`config.mk`:
```
export PLATFORM = sky130hd
export DESIGN_NAME = pipe_skid_reg
export DESIGN_NICKNAME = d
export VERILOG_FILES = /design/src/rtl/pipe_skid_reg.sv
export SDC_FILE = /design/constraint.sdc
export NUM_CORES = 1
export LEC_CHECK = 0
export CAP_MARGIN = 20
export CORE_ASPECT_RATIO = 1.2
export CORE_UTILIZATION = 28
export CTS_CLUSTER_SIZE = 12
export DETAILED_ROUTE_END_ITERATION = 10
export SYNTH_ARGS = -nofsm -noshare
export SYNTH_HDL_FRONTEND = slang
export SYNTH_SLANG_ARGS = --single-unit
```
`constraint.sdc`:
```
create_clock -name clk -period 13.7 [get_ports clk]
set_clock_uncertainty 0.15 [all_clocks]
set_input_delay 2.74 -clock clk [delete_from_list [all_inputs] [get_ports clk]]
set_output_delay 2.74 -clock clk [all_outputs]
set_load 0.02 [all_outputs]
```
`src/rtl/pipe_skid_reg.sv`:
```
`default_nettype none
// ============================================================================
// Module      : pipe_skid_reg
// Description : Elastic valid/ready pipeline stage register with a 2-entry
//               skid buffer and synchronous flush. All outputs come straight
//               from flops, so there is no combinational path through the
//               stage in either direction.
// Revision    : 1.0 - initial release
// ============================================================================
module pipe_skid_reg #(
    parameter int              WIDTH      = 64,
    parameter logic [WIDTH-1:0] RESET_DATA = '0
) (
    input  logic             clk,
    input  logic             reset,
    input  logic             flush,
    input  logic             in_valid,
    output logic             in_ready,
    input  logic [WIDTH-1:0] in_data,
    output logic             out_valid,
    input  logic             out_ready,
    output logic [WIDTH-1:0] out_data,
    output logic [1:0]       count
);

    // Occupancy state; the encoding doubles as the count output.
    typedef enum logic [1:0] {
        ST_EMPTY = 2'd0,
        ST_ONE   = 2'd1,
        ST_FULL  = 2'd2
    } state_t;

    state_t           state_q, state_d;
    logic [WIDTH-1:0] main_q, main_d;
    logic [WIDTH-1:0] skid_q, skid_d;
    logic             in_ready_q, in_ready_d;
    logic             out_valid_q, out_valid_d;

    logic             accept;
    logic             pop;

    // Handshakes use only the registered ready/valid, never a live input path.
    assign accept = in_valid & in_ready_q & ~flush;
    assign pop    = out_valid_q & out_ready;

    // Next occupancy, data moves and registered handshake flags.
    always_comb begin
        state_d  = state_q;
        main_d   = main_q;
        skid_d   = skid_q;
        if (flush) begin
            // Squash drops every entry; data registers keep stale contents.
            state_d = ST_EMPTY;
        end else begin
            case (state_q)
                ST_EMPTY: begin
                    if (accept) begin
                        main_d  = in_data;
                        state_d = ST_ONE;
                    end
                end
                ST_ONE: begin
                    if (accept && pop) begin
                        main_d  = in_data;
                    end else if (accept) begin
                        skid_d  = in_data;
                        state_d = ST_FULL;
                    end else if (pop) begin
                        state_d = ST_EMPTY;
                    end
                end
                ST_FULL: begin
                    // in_ready is low here, so only a pop can move data.
                    if (pop) begin
                        main_d  = skid_q;
                        state_d = ST_ONE;
                    end
                end
                default: begin
                    state_d = ST_EMPTY;
                end
            endcase
        end
        in_ready_d  = (state_d != ST_FULL);
        out_valid_d = (state_d != ST_EMPTY);
    end

    // State, data and handshake flops; reset clears without waiting for clk.
    always_ff @(posedge clk or posedge reset) begin
        if (reset) begin
            state_q     <= ST_EMPTY;
            main_q      <= RESET_DATA;
            skid_q      <= RESET_DATA;
            in_ready_q  <= 1'b1;
            out_valid_q <= 1'b0;
        end else begin
            state_q     <= state_d;
            main_q      <= main_d;
            skid_q      <= skid_d;
            in_ready_q  <= in_ready_d;
            out_valid_q <= out_valid_d;
        end
    end

    assign in_ready  = in_ready_q;
    assign out_valid = out_valid_q;
    assign out_data  = main_q;
    assign count     = state_q;

endmodule
`default_nettype wire

```
=== Word-level counts from Yosys, hierarchy flattened ===
Cells that the tools add are included.

* Input bits: 69
* Word-level logic and storage cells: 33
* Bits in registers: 132
* Output and inout port bits: 68

* Equal/unequal tests: 6
* Reduce and logical (&&, ||, !) cells: 6
* Bitwise logic cells: 5
* Mux-type cells: 11

{| class="wikitable"
|+ Operators by type and width
! operator !! count
|-
| $mux 64 || 3
|-
| $pmux 64 s3 || 1
|-
| $mux 2 || 6
|-
| $ne 2x2->1 const B || 4
|-
| $pmux 2 s3 || 1
|-
| $reduce_and 5->1 || 1
|-
| $reduce_and 4->1 || 1
|-
| $and 1x1->1 || 3
|-
| $reduce_bool 3->1 || 1
|-
| $eq 2x1->1 const B || 1
|-
| $eq 2x2->1 const B || 1
|-
| $logic_not 2->1 || 1
|-
| $not 1->1 || 2
|-
| $reduce_bool 2->1 || 1
|-
| $logic_and 1x1->1 || 1
|}

=== Logic depth before layout (Yosys ltp) ===
Gate-level depths: netlist of run 1.

* Depth after elaboration: 7
* Depth in mapped cells: 5
* Mapped depth without buffers: 3

=== Worst setup path before layout of run 1 ===
No wires, ideal clock.

* Kind: input-to-reg
* From: input port out_ready
* To: register main_q[31] (netlist: out_data[31])
* Buffers on the path: 1
* Data required time: 13.425 ns
* Library setup time: 0.125 ns
* Arrival: 3.849 ns
* Slack: 9.576 ns
* Stages on the path: 4
* Path through: nand2_1 o32ai_4 buf_6 mux2_2

* Word-level cells in the longest chain between the ends: 4
* Elaborated cells between the ends (all ways): 5
* Classes of those cells: 2 x eq/ne; 1 x bitwise; 2 x reduce/logical

{| class="wikitable"
|+ RTL lines
! element !! RTL line !! text
|-
| start, declared || 21 || <nowiki>input logic out_ready,</nowiki>
|-
| $and 1x1->1 (*) || 44 || <nowiki>assign pop = out_valid_q & out_ready;</nowiki>
|-
| $logic_and 1x1->1 || 63 || <nowiki>if (accept && pop) begin</nowiki>
|-
| $ne 2x2->1 (no source line) || n/a ||
|-
| $reduce_and 5->1 (no source line) (*) || n/a ||
|-
| end signal, assigned || 98 || <nowiki>main_q <= main_d;</nowiki>
|-
| end, declared || 34 || <nowiki>logic [WIDTH-1:0] main_q, main_d;</nowiki>
|}

Every way passes the cells marked *; elsewhere a longest branch is shown, timed or not.
A chain may end at the register's enable or synchronous reset.

=== Worst setup path after layout of run 1 ===
* From: input port flush
* To: register skid_q[8]

* Word-level cells in the longest chain between the ends: 5

{| class="wikitable"
|+ RTL lines
! element !! RTL line !! text
|-
| start, declared || 16 || <nowiki>input logic flush,</nowiki>
|-
| $not 1->1 (no source line) (*) || n/a ||
|-
| $and 1x1->1 || 43 || <nowiki>assign accept = in_valid & in_ready_q & ~flush;</nowiki>
|-
| $logic_and 1x1->1 || 63 ||
|-
| $not 1->1 (no source line) || n/a ||
|-
| $reduce_and 4->1 (no source line) (*) || n/a ||
|-
| end signal, assigned || 99 || <nowiki>skid_q <= skid_d;</nowiki>
|-
| end, declared || 35 || <nowiki>logic [WIDTH-1:0] skid_q, skid_d;</nowiki>
|}

Marked as above.

==> run summary, run 1 <==
Status - completed
N_diodes - 0
Post-CTS Hold Buffers - 0
Largest area contributor in the netlist - dfrtp_1
CTS Buf Count - 17
Post-layout min period - 5120 ps
Post-synth EDFFs - 0
Startpoint Class - primary input
YS warnings - 0
Pin count of the biggest net entering global routing - 69
Async set-reset flop share out of synthesis - 1.00
Post-synthesis cell type count - 22
GRT Total Usage - 0.122
Vias/cell - 4.48
Slowest CP cell - clkdlybuf4s50_1
Pwr dens - 169 nW/um^2
GRT Residual Overflow - 0
Worst vdd ir - 0.0000744 V
Rel. slew slack - 0.379
CP arrival - 5260 ps
Synthesized flop and latch total - 132
H-Tree Depth - 4
WL final - 12.1 mm
Number of max-cap violations - 0
Setup repair bufs after CTS - 0
DIE AREA - 21100 um^2
Fraction of layout cells with a size suffix above 1 - 0.436
I/O pin cnt - 137
GP Congestion - 0.684
Clk_lat worst skew - 410 ps
DRT antenna net count - 0
Mapped Cells - 360
Max Root-Sink Buffers - 2
Top cell types by occurrence after synthesis - mux2_2 (181), dfrtp_1 (131), mux2_1 (11), buf_4 (6), buf_6 (6)
Inst Count DP - 746
WHS - 336 ps
DR WL/cell - 15.6 um
Die H - 159 um
Die extent in x - 133 um
Setup Crit Path Kind - primary input to register
Setup TNS - 0 ps
Sequential element share of the synthesized area - 0.574
Synth-to-Final Area Change - 37.1%
Most common cell in the synthesized netlist - mux2_2
# rows - 57
CTS tree - yes
Crit path max-delay family - buffers and inverters
Syn nets - 429
Final nets - 569
Main synth FF type - dfrtp_1
Core Area - 20200 um^2
First-pass GRT wire length - 20.1 mm
Hold Violations, Final - 0
Syn_area_per_cell - 16.0 um^2
Vias in the first global route - 3910
Setup-failing EPs final - 0
Crit-path max FO - 33
Cells resized by post-CTS repair - 0
Fin cells - 777
Mapped Area - 5750 um^2
Max Freq - 0.195 GHz
Final period utilization - 0.374
Post-synth top area share - 0.570
Crit. End Element - register
Via count - 3478
Worst Max-Slew Pin Slew - 932 ps
Lkg Pwr - 0.00321 uW
Root Buffer - clkbuf_16
Clock Sinks - 132
Unrepaired setup endpoints after global routing - no
WP data required - 13840 ps
Worst Path Buf+Inv - 2
CP max stage delay - 630 ps
Antenna violations before repair - 0
Synth top area cells - dfrtp_1 (57%), mux2_2 (35%), mux2_1 (2.2%)
TritonRoute pass-1 iters - 4
Port Buffer Count - 136
Residual DRC - 0
Initial core utilization - 0.285
Initial drt markers - 86
Fin. max-slew vios - 0
Hold/Removal Path Class - register to register
Critical path cell sequence - clkdlybuf4s50_1 -> and4bb_2 -> nand2_2 -> buf_4 -> mux2_2
Final HPWL DP - 7.66 mm
Reg clk slew, reported paths - 60 ps
per-layer routing:
layer,vias to the layer above,part of all wire,global-route usage,routed length (um)
li1,1589,-,-,-
met1,1775,0.40,0.134,4860
met2,96,0.53,0.217,6450
met3,18,0.049,0.0385,596
met4,0,0.020,0.0507,243
met5,-,0,0,0
final cells by class:
type / count / area, um^2
tap: 265 / 332
multi-input combinational: 208 / 2310
clock buffer: 18 / 429
fill: 1876 / 12300
clock inverter: 13 / 113
timing repair buffer: 140 / 1390
sequential: 132 / 3300
inverter: 1 / 6.26
final timing paths:
| check | from | slack, ps | endpoint | cells after the start |
|---|---|---|---|---|
| hold / removal | out_data[56] | 340 | out_data[56] | 1 |
| min in group asynchronous | reset | 2700 | out_data[28] | 2 |
| hold reg to reg | out_data[56] | 340 | out_data[56] | 1 |
| setup reg to reg | count[0] | 10650 | out_data[40] | 4 |
| max in group asynchronous | reset | 9310 | skid_q[0] | 3 |
| setup / recovery | flush | 8580 | skid_q[8] | 5 |
stage by stage:
| stage | power (uW) | setup slack (ps) | instance area (um^2) | utilization |
|---|---|---|---|---|
| floorplan | 762 | 7290 | 5750 | - |
| global placement | 910 | 8150 | 7350 | 0.364 |
| detailed placement | 926 | 8080 | 7350 | 0.364 |
| CTS | 1360 | 8550 | 7890 | 0.391 |
| global route | 1410 | 8440 | 7890 | 0.391 |
| finish | 1330 | 8580 | 7890 | 0.391 |
cell families (layout without fill, tap and decap cells):
family                 count (synthesis)  after routing  share of synthesized area
flip-flops                           132            132                      0.574
buffers and inverters                 20            172                     0.0257
multiplexers                         192            192                      0.376
AND/OR/NAND/NOR                        9              9                     0.0109
AO/OA/AOI/OAI                          7              7                     0.0135
report_power, final:
| group | total, uW | internal [uW] | switching, uW |
|---|---|---|---|
| Clock | 418 | 248 | 170 |
| Combinational | 347 | 204 | 144 |
| Sequential | 566 | 508 | 57.4 |
| Total | 1330 | 960 | 371 |
flip-flops by register name, summed over array words and instances, names as in the netlist:
name	flops
in_ready	1
count	2
skid_q	64
out_valid	1
out_data	64
worst register-to-register path: cells and delay by family, from the launching register on:
kind,cells,cell delay [ps]
AOI/OAI and AO/OA,1,420
and+or+nand+nor,1,670
muxes,1,470
DFF,1,460
buffers and inverters,1,770
cells in the final DEF (no fill, tap or decap), types with 2 or more instances in the layout:
cell type and n:
clkbuf_16 17, clkinvlp_4 3, nand2_1 2, mux2_1 11, clkinv_2 5, a211oi_1 2, clkinv_4 3, mux2_2 181
clkdlybuf4s50_1 136, dfrtp_1 131, buf_4 4
No activity file was read; power rests on OpenSTA's default activity.
==> run 2: changes to the inputs <==
clock period = 4.4 ns   (was 13.7 ns; I/O delays follow)
==> run 2 against run 1 <==
Compared with the run above:
- power rose to 3.3 times the previous value
- hold slack worse by 1.6 ps
- largest cell class unchanged
- register-to-register slack worse by 8800 ps
- largest power group unchanged
- first-iteration DRC count down 22%
- clock power rose to 3.7 times the previous value
- via count down 1.2%
- combinational power rose to 3.1 times the previous value
- final area up 2.0%
- non-clock buffer count unchanged
==> run summary, run 2 (synthesis gave the netlist of run 1 again) <==
Final-layout fill cell count - 1875 (-0.053%)
Clock power frac - 0.353 (+0.039)
Reg clk slew, reported paths - 60 ps (about the same)
Setup TNS - 0 ps (unchanged)
Setup Crit Path Kind - primary input to register
Port Buffer Count - 136 (unchanged)
DRT antenna net count - 0 (unchanged)
Final period utilization - 0.637
DR WL/cell - 15.5 um (-0.56%)
Worst Max-Slew Pin Slew - 820 ps (-111 ps)
GP Congestion - 0.726 (+6.0%)
Final nets - 569 (unchanged)
Number of max-cap violations - 0 (unchanged)
Place WS - 1140 ps (-6940 ps)
WHS - 334 ps (-1.60 ps)
GRT met3 Usage - 0.0398 (+0.00127)
Hold/Removal Path Class - register to register
H-Tree Depth - 4 (unchanged)
Reg2Reg Setup Slack - 1820 ps (-8830 ps)
Lkg Pwr - 0.00327 uW (+1.6%)
Final core utilization - 0.399 (+0.00787)
Worst vdd ir - 0.000254 V (+240%)
Inst Count DP - 746 (unchanged)
Setup slack after layout - 1600 ps (-6980 ps)
CTS Buf Count - 17 (unchanged)
GR Layer Usage met1 - 0.147 (+0.0126)
Hold Violations, Final - 0 (unchanged)
GRT Residual Overflow - 0 (unchanged)
Switching power - 1160 uW (+210%)
CP arrival - 2950 ps (-2310 ps)
Commonest non-fill, non-tap cells in the layout - mux2_2 (181), clkdlybuf4s50_1 (136), dfrtp_1 (131), clkbuf_16 (17), mux2_1 (11)
Crit. End Element - register
Fin. max-slew vios - 0 (unchanged)
I/O pin cnt - 137 (unchanged)
DIE AREA - 21100 um^2 (unchanged)
Pin count of the biggest net entering global routing - 133 (+93%)
TritonRoute pass-1 iters - 4 (unchanged)
Clock Sinks - 132 (unchanged)
Fin cells - 778 (+0.13%)
P_int - 3240 uW (+240%)
CTS tree - yes
Power share of the combinational group - 0.244 (-0.017)
Most Used Layer, Global Route - met2
Residual DRC - 0 (unchanged)
Setup repair bufs after CTS - 0 (unchanged)
Setup-failing EPs final - 0 (unchanged)
GRT Total Usage - 0.125 (+0.00277)
Initial drt markers - 67 (-22%)
Root Buffer - clkbuf_16
Vias/cell - 4.42 (-1.3%)
Pwr dens - 547 nW/um^2 (+220%)
Cells resized by post-CTS repair - 0 (unchanged)
Status - completed
GR Util met2 - 0.214 (-0.00286)
Core Area - 20200 um^2 (unchanged)
Max Root-Sink Buffers - 2 (unchanged)
Rel. slew slack - 0.453 (+0.0741)
Die extent in x - 133 um (unchanged)
Vias in the first global route - 3870 (-1.0%)
Post-layout min period - 2800 ps
Unrepaired setup endpoints after global routing - no
Startpoint Class - primary input
Post-CTS Hold Buffers - 0 (unchanged)
First-pass GRT wire length - 20.7 mm (+2.9%)
Commonest non-fill, non-tap cell in the layout - mux2_2
Antenna violations before repair - 0 (unchanged)
Synth-to-Final Area Change - 39.9%
Fraction of layout cells with a size suffix above 1 - 0.437 (+0.00110)
WL final - 12.1 mm (-0.43%)
Clk_lat worst skew - 410 ps (about the same)
Via count - 3438 (-1.2%)
# rows - 57 (unchanged)
Max Freq - 0.357 GHz
Final HPWL DP - 7.90 mm (+3.1%)
WP data required - 4540 ps (-9300 ps)
Net Sw Frac - 0.264 (-0.0148)
N_diodes - 0 (unchanged)
Crit-path max FO - 44 (+33%)
Initial core utilization - 0.285 (unchanged)
Sequential power share - 0.403 (-0.022)
Die H - 159 um (unchanged)
run 2: changes by cell type in the layout (fill, tap and decap cells not counted), sizes merged:
cell,delta
clkbuf,+1
bufinv,+4
clkinvlp,+3
clkinv,-5
inv,-2
run 2: critical path: stages:
cell	delay [ps]
clkdlybuf4s50_1	620
and4bb_2	290
nand2_2	410
buf_12	330
mux2_2	370
run 2: final cells by class:
class | count | area, um^2 | area share
clock inverter | 13 | 206 | 0.0256
sequential | 132 | 3300 | 0.411
multi-input combinational | 208 | 2310 | 0.288
clock buffer | 19 | 443 | 0.0550
inverter | 1 | 7.51 | 0.000933
tap | 265 | 332 | 0.0412
timing repair buffer | 140 | 1440 | 0.179
run 2: path summary, 6_finish.rpt:
path | startpoint | endpoint | depth (start not counted)
setup reg to reg | count[0] | out_data[27] | 4
hold reg to reg | out_data[35] | out_data[35] | 1
hold / removal | out_data[35] | out_data[35] | 1
max in group asynchronous | reset | skid_q[36] | 3
setup / recovery | flush | skid_q[17] | 5
min in group asynchronous | reset | out_data[5] | 3
run 2: metrics by stage:
step / instance area [um^2] / total power, uW
global placement: 7380 / 2840
detailed placement: 7400 / 2890
global route: 8050 / 4630
CTS: 8050 / 4480
floorplan: 5760 / 2370
finish: 8050 / 4400
run 2: power groups by stage:
stage | registers, uW | logic [uW] | clock network (uW)
after floorplan | 1940 | 435 | 0
after global placement | 1770 | 1070 | 0
after detailed placement | 1790 | 1090 | 0
after CTS | 1780 | 1090 | 1610
after global routing | 1820 | 1160 | 1650
final | 1770 | 1080 | 1550
run 2: per-layer routing:
layer  vias to the layer above  wire [um]
met3                         9        584
met4                         0        145
met2                        74       6230
met1                      1758       5130
li1                       1597          -
met5                         -          0
